File: config.mk
export PLATFORM = sky130hd
export DESIGN_NAME = meter_pwm_bank
export DESIGN_NICKNAME = d
export VERILOG_FILES = /design/src/rtl/meter_pwm_bank.sv
export SDC_FILE = /design/constraint.sdc
export NUM_CORES = 1
export LEC_CHECK = 0
export CAP_MARGIN = 20
export CORE_MARGIN = 2
export CORE_UTILIZATION = 60
export CTS_CLUSTER_DIAMETER = 80
export CTS_CLUSTER_SIZE = 10
export DETAILED_ROUTE_END_ITERATION = 16
export DONT_BUFFER_PORTS = 1
export PLACE_DENSITY = 0.76
export SLEW_MARGIN = 20
export SYNTH_ARGS = -nofsm -noshare
export SYNTH_HDL_FRONTEND = slang
export SYNTH_SLANG_ARGS = --single-unit
File: constraint.sdc
create_clock -name clk -period 9.2 [get_ports clk]
set_clock_uncertainty 0.2 [all_clocks]
set_input_delay 2.76 -clock clk [delete_from_list [all_inputs] [get_ports clk]]
set_output_delay 2.76 -clock clk [all_outputs]
set_load 0.01 [all_outputs]
File: src/rtl/meter_pwm_bank.sv
// meter_pwm_bank: one PWM channel per ammeter needle. Each channel holds a
// clamped target duty and slews its active duty toward it once per period.
module meter_pwm_bank #(
    parameter int CHANNELS = 3,
    parameter int CNT_W    = 15,
    parameter int MAX_DUTY = 2**CNT_W - 1,
    parameter int STEP     = 64,
    parameter int CH_W     = (CHANNELS > 1) ? $clog2(CHANNELS) : 1
) (
    input  logic                clk,
    input  logic                Rst,
    input  logic                En,
    input  logic                wr_en,
    input  logic [CH_W-1:0]     wr_ch,
    input  logic [CNT_W-1:0]    wr_duty,
    output logic                wr_err,
    output logic [CHANNELS-1:0] pwm_o,
    output logic [CHANNELS-1:0] settled,
    output logic                period_strobe
);
    localparam logic [CNT_W-1:0] MAX_D    = CNT_W'(MAX_DUTY);
    localparam logic [CNT_W:0]   STEP_X   = (CNT_W+1)'(STEP);
    localparam logic [CH_W:0]    CH_LIM   = (CH_W+1)'(CHANNELS);
    localparam logic [CNT_W-1:0] CNT_LAST = '1;

    logic [CNT_W-1:0]    cnt_q, cnt_d;
    logic [CNT_W-1:0]    tgt_q [CHANNELS];
    logic [CNT_W-1:0]    tgt_d [CHANNELS];
    logic [CNT_W-1:0]    cur_q [CHANNELS];
    logic [CNT_W-1:0]    cur_d [CHANNELS];
    logic [CHANNELS-1:0] pwm_q, pwm_d;
    logic                wr_err_q, wr_err_d;
    logic                strobe_q, strobe_d;
    logic                boundary;
    logic                wr_ok;
    logic [CNT_W-1:0]    wr_val;
    logic [CNT_W:0]      cur_x, tgt_x;

    always_comb begin
        cnt_d    = En ? cnt_q + 1'b1 : '0;
        boundary = En && (cnt_q == CNT_LAST);
        wr_ok    = wr_en && ({1'b0, wr_ch} < CH_LIM);
        wr_val   = (wr_duty > MAX_D) ? MAX_D : wr_duty;
        wr_err_d = wr_en && !wr_ok;
        strobe_d = En && (cnt_q == '0);
        cur_x    = '0;
        tgt_x    = '0;
        pwm_d    = '0;
        settled  = '0;
        for (int i = 0; i < CHANNELS; i++) begin
            tgt_d[i] = tgt_q[i];
            cur_d[i] = cur_q[i];
            cur_x    = {1'b0, cur_q[i]};
            tgt_x    = {1'b0, tgt_q[i]};
            // Slew sees the pre-write target; a same-cycle write only lands in tgt.
            if (boundary) begin
                if (tgt_x > cur_x) begin
                    cur_d[i] = ((tgt_x - cur_x) <= STEP_X) ? tgt_q[i] : CNT_W'(cur_x + STEP_X);
                end else if (tgt_x < cur_x) begin
                    cur_d[i] = ((cur_x - tgt_x) <= STEP_X) ? tgt_q[i] : CNT_W'(cur_x - STEP_X);
                end
            end
            if (wr_ok && (wr_ch == CH_W'(i))) begin
                tgt_d[i] = wr_val;
            end
            pwm_d[i]   = En && (cnt_q < cur_q[i]);
            settled[i] = (cur_q[i] == tgt_q[i]);
        end
    end

    always_ff @(posedge clk) begin
        if (Rst) begin
            cnt_q    <= '0;
            pwm_q    <= '0;
            wr_err_q <= 1'b0;
            strobe_q <= 1'b0;
            for (int i = 0; i < CHANNELS; i++) begin
                tgt_q[i] <= '0;
                cur_q[i] <= '0;
            end
        end else begin
            cnt_q    <= cnt_d;
            pwm_q    <= pwm_d;
            wr_err_q <= wr_err_d;
            strobe_q <= strobe_d;
            for (int i = 0; i < CHANNELS; i++) begin
                tgt_q[i] <= tgt_d[i];
                cur_q[i] <= cur_d[i];
            end
        end
    end

    assign pwm_o         = pwm_q;
    assign wr_err        = wr_err_q;
    assign period_strobe = strobe_q;
endmodule
# Yosys cells after proc, flatten, opt, wreduce, memory -nomap -nowiden
# Memory sizes are Yosys's and may differ from the RTL's.
# Index checks and enable logic that the tools add are counted.
# classes
n_addsub,13
order_cmp,17
n_eq_ne,6
mux,28
bitwise,7
n_reduce_logical,14
# op_table
cell,n
2-to-1 mux 15 bit,25
less-or-equal comparator 16 x 7 -> 1 bit (second input constant),6
subtractor 15 x 15 -> 16 bit,6
less-than comparator 15 bit,6
adder 15 x 7 -> 15 bit (second input constant),3
equality test 15 bit,3
greater-than comparator 15 bit,3
subtractor 15 x 7 -> 15 bit (second input constant),3
adder 15 x 1 -> 15 bit (second input constant),1
equality test 15 bit (second input constant),1
greater-than comparator 15 bit (second input constant),1
zero test 15 bit,1
logical AND 1 bit,10
OR 1 bit,6
2-to-1 mux 1 bit,3
equality test 2 x 1 -> 1 bit (second input constant),1
equality test 2 bit (second input constant),1
zero test 2 bit,1
less-than comparator 2 bit (second input constant),1
OR reduction 2 bit,1
zero test 1 bit,1
NOT 1 bit,1
# totals
ff_bits,20
ramBits,90
inputBits,21
wordCells,91
memories,2
# memory_table
memory,words,word_bits,read_ports,rd_clocked_by_memory_dff,wr,line,rtl
cur_q,3,15,3,0,3,29,logic [CNT_W-1:0] cur_q [CHANNELS];
tgt_q,3,15,3,0,3,27,logic [CNT_W-1:0] tgt_q [CHANNELS];

# Logic depth before layout (Yosys ltp)
# An unclocked memory read counts as a cell.
# logic_depth
depth_word,8
depth_mapped,16
ltp_nobuf,12

# Least setup slack after synthesis
# Ideal clock, no wire load.
# synth_path
path_kind,register to output
start,memory cur_q[1][8] (netlist: cur_q[0][23])
end,output settled[1]
arrival_time_ns,2.056
setup_slack_ns,4.184
stages_incl_launch_ff,9
n_path_buf,3
path_cell_list,dfxtp_1 > clkbuf_1 > inv_1 > ha_1 > clkbuf_1 > nand4_1 > nor4_1 > and4_1 > clkbuf_1
# synth_lines
element,line,rtl
from (decl),29,
to (decl),18,"output logic [CHANNELS-1:0] settled,"

==> key figures <==
Setup path
  • CP endpoint kind: output port
  • CP startpoint kind: flop
  • WS Path Type: reg -> out
  • CP Buf/Inv Count: 1
  • R2R depth: 12
  • CP Data Required Time: 6.24 ns
  • R2R Setup Slk: 4.76 ns
  • CP Depth: 5
  • Slowest cell on the critical path: dfxtp_1
  • CP max FO: 12
  • CP arrival: ~2.6 ns
  • CP peak stage delay: 0.55 ns
  • Crit-path cells: inv_1, ha_1, nand4_1, nor4_1, and4_1
  • Critical path's top delay family: simple AND/OR/NAND/NOR gates

Outcome
  • Status: complete, no violations

STA
  • Tcrit/Tclk final: 0.609
  • Final Worst Setup Slack: about 3.6 ns
  • Final hold violation count: 0
  • Max Clock Freq: 179 MHz
  • RSZ-0062 raised after global routing: no
  • Hold slack: 0.293 ns
  • Setup violators final: 0
  • Slew Limit Fails: 0
  • Slew @ Worst Pin: roughly 1.1 ns
  • Setup TNS: 0 ns
  • Max-slew headroom: 0.264
  • Final min period: 5.60 ns

Power
  • Worst VDD drop: roughly 0.00011 V
  • Pleak: between 4 and 5 nW
  • Pwr/cell area: between 100 and 150 nW/um^2
  • Power, Total: 1.26 mW

Die
  • Effective utilization at floorplan: 0.611
  • Die W: ~140 microns
  • Rows: 49
  • IO Count: 29
  • Die area: 19,400 sq um
  • Core Region: around 18,000 sq um
  • Height of the die: roughly 140 microns

Logic synthesis
  • Syn Inst Count: approximately 1,500
  • Post-synthesis mux area share: 0.0265
  • Seq/Total Area, Yosys: 0.201
  • Syn nets: approximately 1,600
  • Synth Area in Simple Gates: 0.236
  • Number of synthesized flops with an enable pin: 0
  • Largest family of logic cells by synthesized area: compound AO/OA/AOI/OAI gates
  • Post-Synth Adder-Cell Area: 0.160
  • Synth cell types: 95
  • Ys async rst share: 0
  • Synth Area in XOR/XNOR: 0.0423
  • Synthesized area: 11,000 sq um
  • Compound-Gate Fraction of Synth Area: 0.265
  • Synth Register Bits: 110
  • Dominant synthesized flop cell: dfxtp_1
  • Yosys Warn Count: 0
  • Synth Area per Inst: 7.40 sq um

Detailed routing
  • Overall routed net length: 33,000 microns
  • Post-detailed-route wirelength per cell: 20.0 microns
  • Routed via count: 10,900
  • Vias per Instance: 6.62
  • Final ANT Viol Nets: 0
  • DRT iter0 DRCs: 1,167
  • DRT Pass-1 Iters: 6
  • Drc violations: 0

Clock tree
  • TritonCTS Buffers: 9
  • PostCTS Resize Cnt: 0
  • Clk slew on worst S/H paths: 0.08 ns
  • CTS tree: built
  • Worst-Skew Late Latency: 0.37 ns
  • Num Clock Sinks: 110
  • CTS root buf: clkbuf_16
  • CTS Hold Buffers Added: 0
  • H-tree depth: 3
  • Worst-case clock buffer depth: 2
  • Post CTS Setup Buffer Count: 0

Final layout
  • Commonest non-fill, non-tap cell in the layout: nand2_1
  • Commonest non-fill, non-tap cells in the layout: nand2_1, a21oi_1, ha_1
  • Ratio of cells with drive above 1 in the final layout: 0.0359
  • Util after Layout: 0.628
  • Area Overhead vs Synth: 2.80%
  • Final nets: 1,575
  • Fin cells: 1,648
  • Final Instance Area: roughly 11,000 sq um
  • Ant diodes: 0

Place
  • Placed cells: ~1,600
  • Final HPWL DP: 25,300 microns
  • DP Worst Slack: 3.72 ns
  • IO buf count: 0
  • Post-DP Area: 11,000 sq um
  • Routability cong.: 0.991

Min path
  • Hold Path Cell Cnt: 2
  • Hold WC Path Type: reg -> reg

GRT
  • Pin count of the biggest net entering global routing: 83
  • Vias in the first global route: a little over 10,000
  • First-pass GRT wire length: 53,500 microns
  • GR Overflow Total: 0
  • Total track usage: 0.338
  • Initial antenna violation count: 0

Job
  • Max-Cap Viols: 0
==> kinds of logic after synthesis <==
logic type,Yosys count
mux,29
simple gates,519
xor+xnor,53
compound gates,434
fa+ha+maj,140
buf+inv,198
flops,110
==> state kept, by name, indices dropped and copies added (netlist names) <==
| signal | count |
|---|---|
| cnt_q | 15 |
| cur_q | 45 |
| wr_err | 1 |
| pwm_o | 3 |
| tgt_q | 45 |
| period_strobe | 1 |
==> tightest hold or removal path, stage by stage (launching register included) <==
cell	delay [ns]
dfxtp_1	0.34
nand2_1	0.06
a21oi_1	0.05
==> final timing paths <==
check	start	to
min	tgt_q[0][7]$_SDFFE_PP0P_	tgt_q[0][7]$_SDFFE_PP0P_
min reg2reg	tgt_q[0][7]$_SDFFE_PP0P_	tgt_q[0][7]$_SDFFE_PP0P_
max reg2reg	cur_q[0][3]$_SDFFE_PP0P_	cur_q[0][13]$_SDFFE_PP0P_
max	cur_q[0][24]$_SDFFE_PP0P_	settled[1]
==> where the power goes <==
group | internal, mW | switching [mW] | total [mW]
Sequential | 0.483 | 0.0106 | 0.494
Combinational | 0.129 | 0.212 | 0.341
Clock | 0.202 | 0.223 | 0.425
Total | 0.814 | 0.446 | 1.26
==> synthesized netlist by cell type (all sizes together) (7+ instances only) <==
| library cell | count | area share |
|---|---|---|
| a2111oi | 14 | 0.013 |
| a211oi | 14 | 0.010 |
| a21o | 35 | 0.024 |
| a21oi | 156 | 0.072 |
| a31oi | 29 | 0.017 |
| and2 | 8 | 0.0046 |
| and3 | 15 | 0.0090 |
| and4 | 9 | 0.0072 |
| buf | 30 | 0.013 |
| clkbuf | 52 | 0.018 |
| dfxtp | 110 | 0.20 |
| ha | 140 | 0.16 |
| inv | 115 | 0.039 |
| mux2i | 28 | 0.026 |
| nand2 | 173 | 0.059 |
| nand2b | 23 | 0.013 |
| nand3 | 42 | 0.019 |
| nand3b | 8 | 0.0055 |
| nand4 | 25 | 0.014 |
| nor2 | 107 | 0.037 |
| nor2b | 15 | 0.0092 |
| nor3 | 26 | 0.012 |
| nor4 | 15 | 0.010 |
| o2111ai | 10 | 0.0080 |
| o211ai | 11 | 0.0089 |
| o21a | 15 | 0.010 |
| o21ai | 62 | 0.029 |
| o31ai | 7 | 0.0060 |
| o41ai | 8 | 0.0064 |
| or2 | 8 | 0.0046 |
| or3 | 23 | 0.013 |
| xnor2 | 33 | 0.026 |
| xor2 | 20 | 0.016 |
==> routing by layer <==
| metal | global-route usage | part of all wire | wire length, microns | vias to the layer above |
|---|---|---|---|---|
| li1 | - | - | - | 5209 |
| met4 | 0.105 | 0.026 | 856 | 0 |
| met2 | 0.539 | 0.45 | 14800 | 447 |
| met1 | 0.455 | 0.44 | 14400 | 5192 |
| met5 | 0 | 0 | 0 | - |
| met3 | 0.0795 | 0.089 | 2930 | 62 |
==> final cells by class <==
cell class	count	area, sq um
clock buffer	9	225
clock inverter	7	101
fill	1666	6680
inverter	116	435
multi-input combinational	1175	8020
sequential	110	2200
tap	229	287
timing repair buffer	2	15.0
Note: power is estimated with default switching activity, not from simulation.
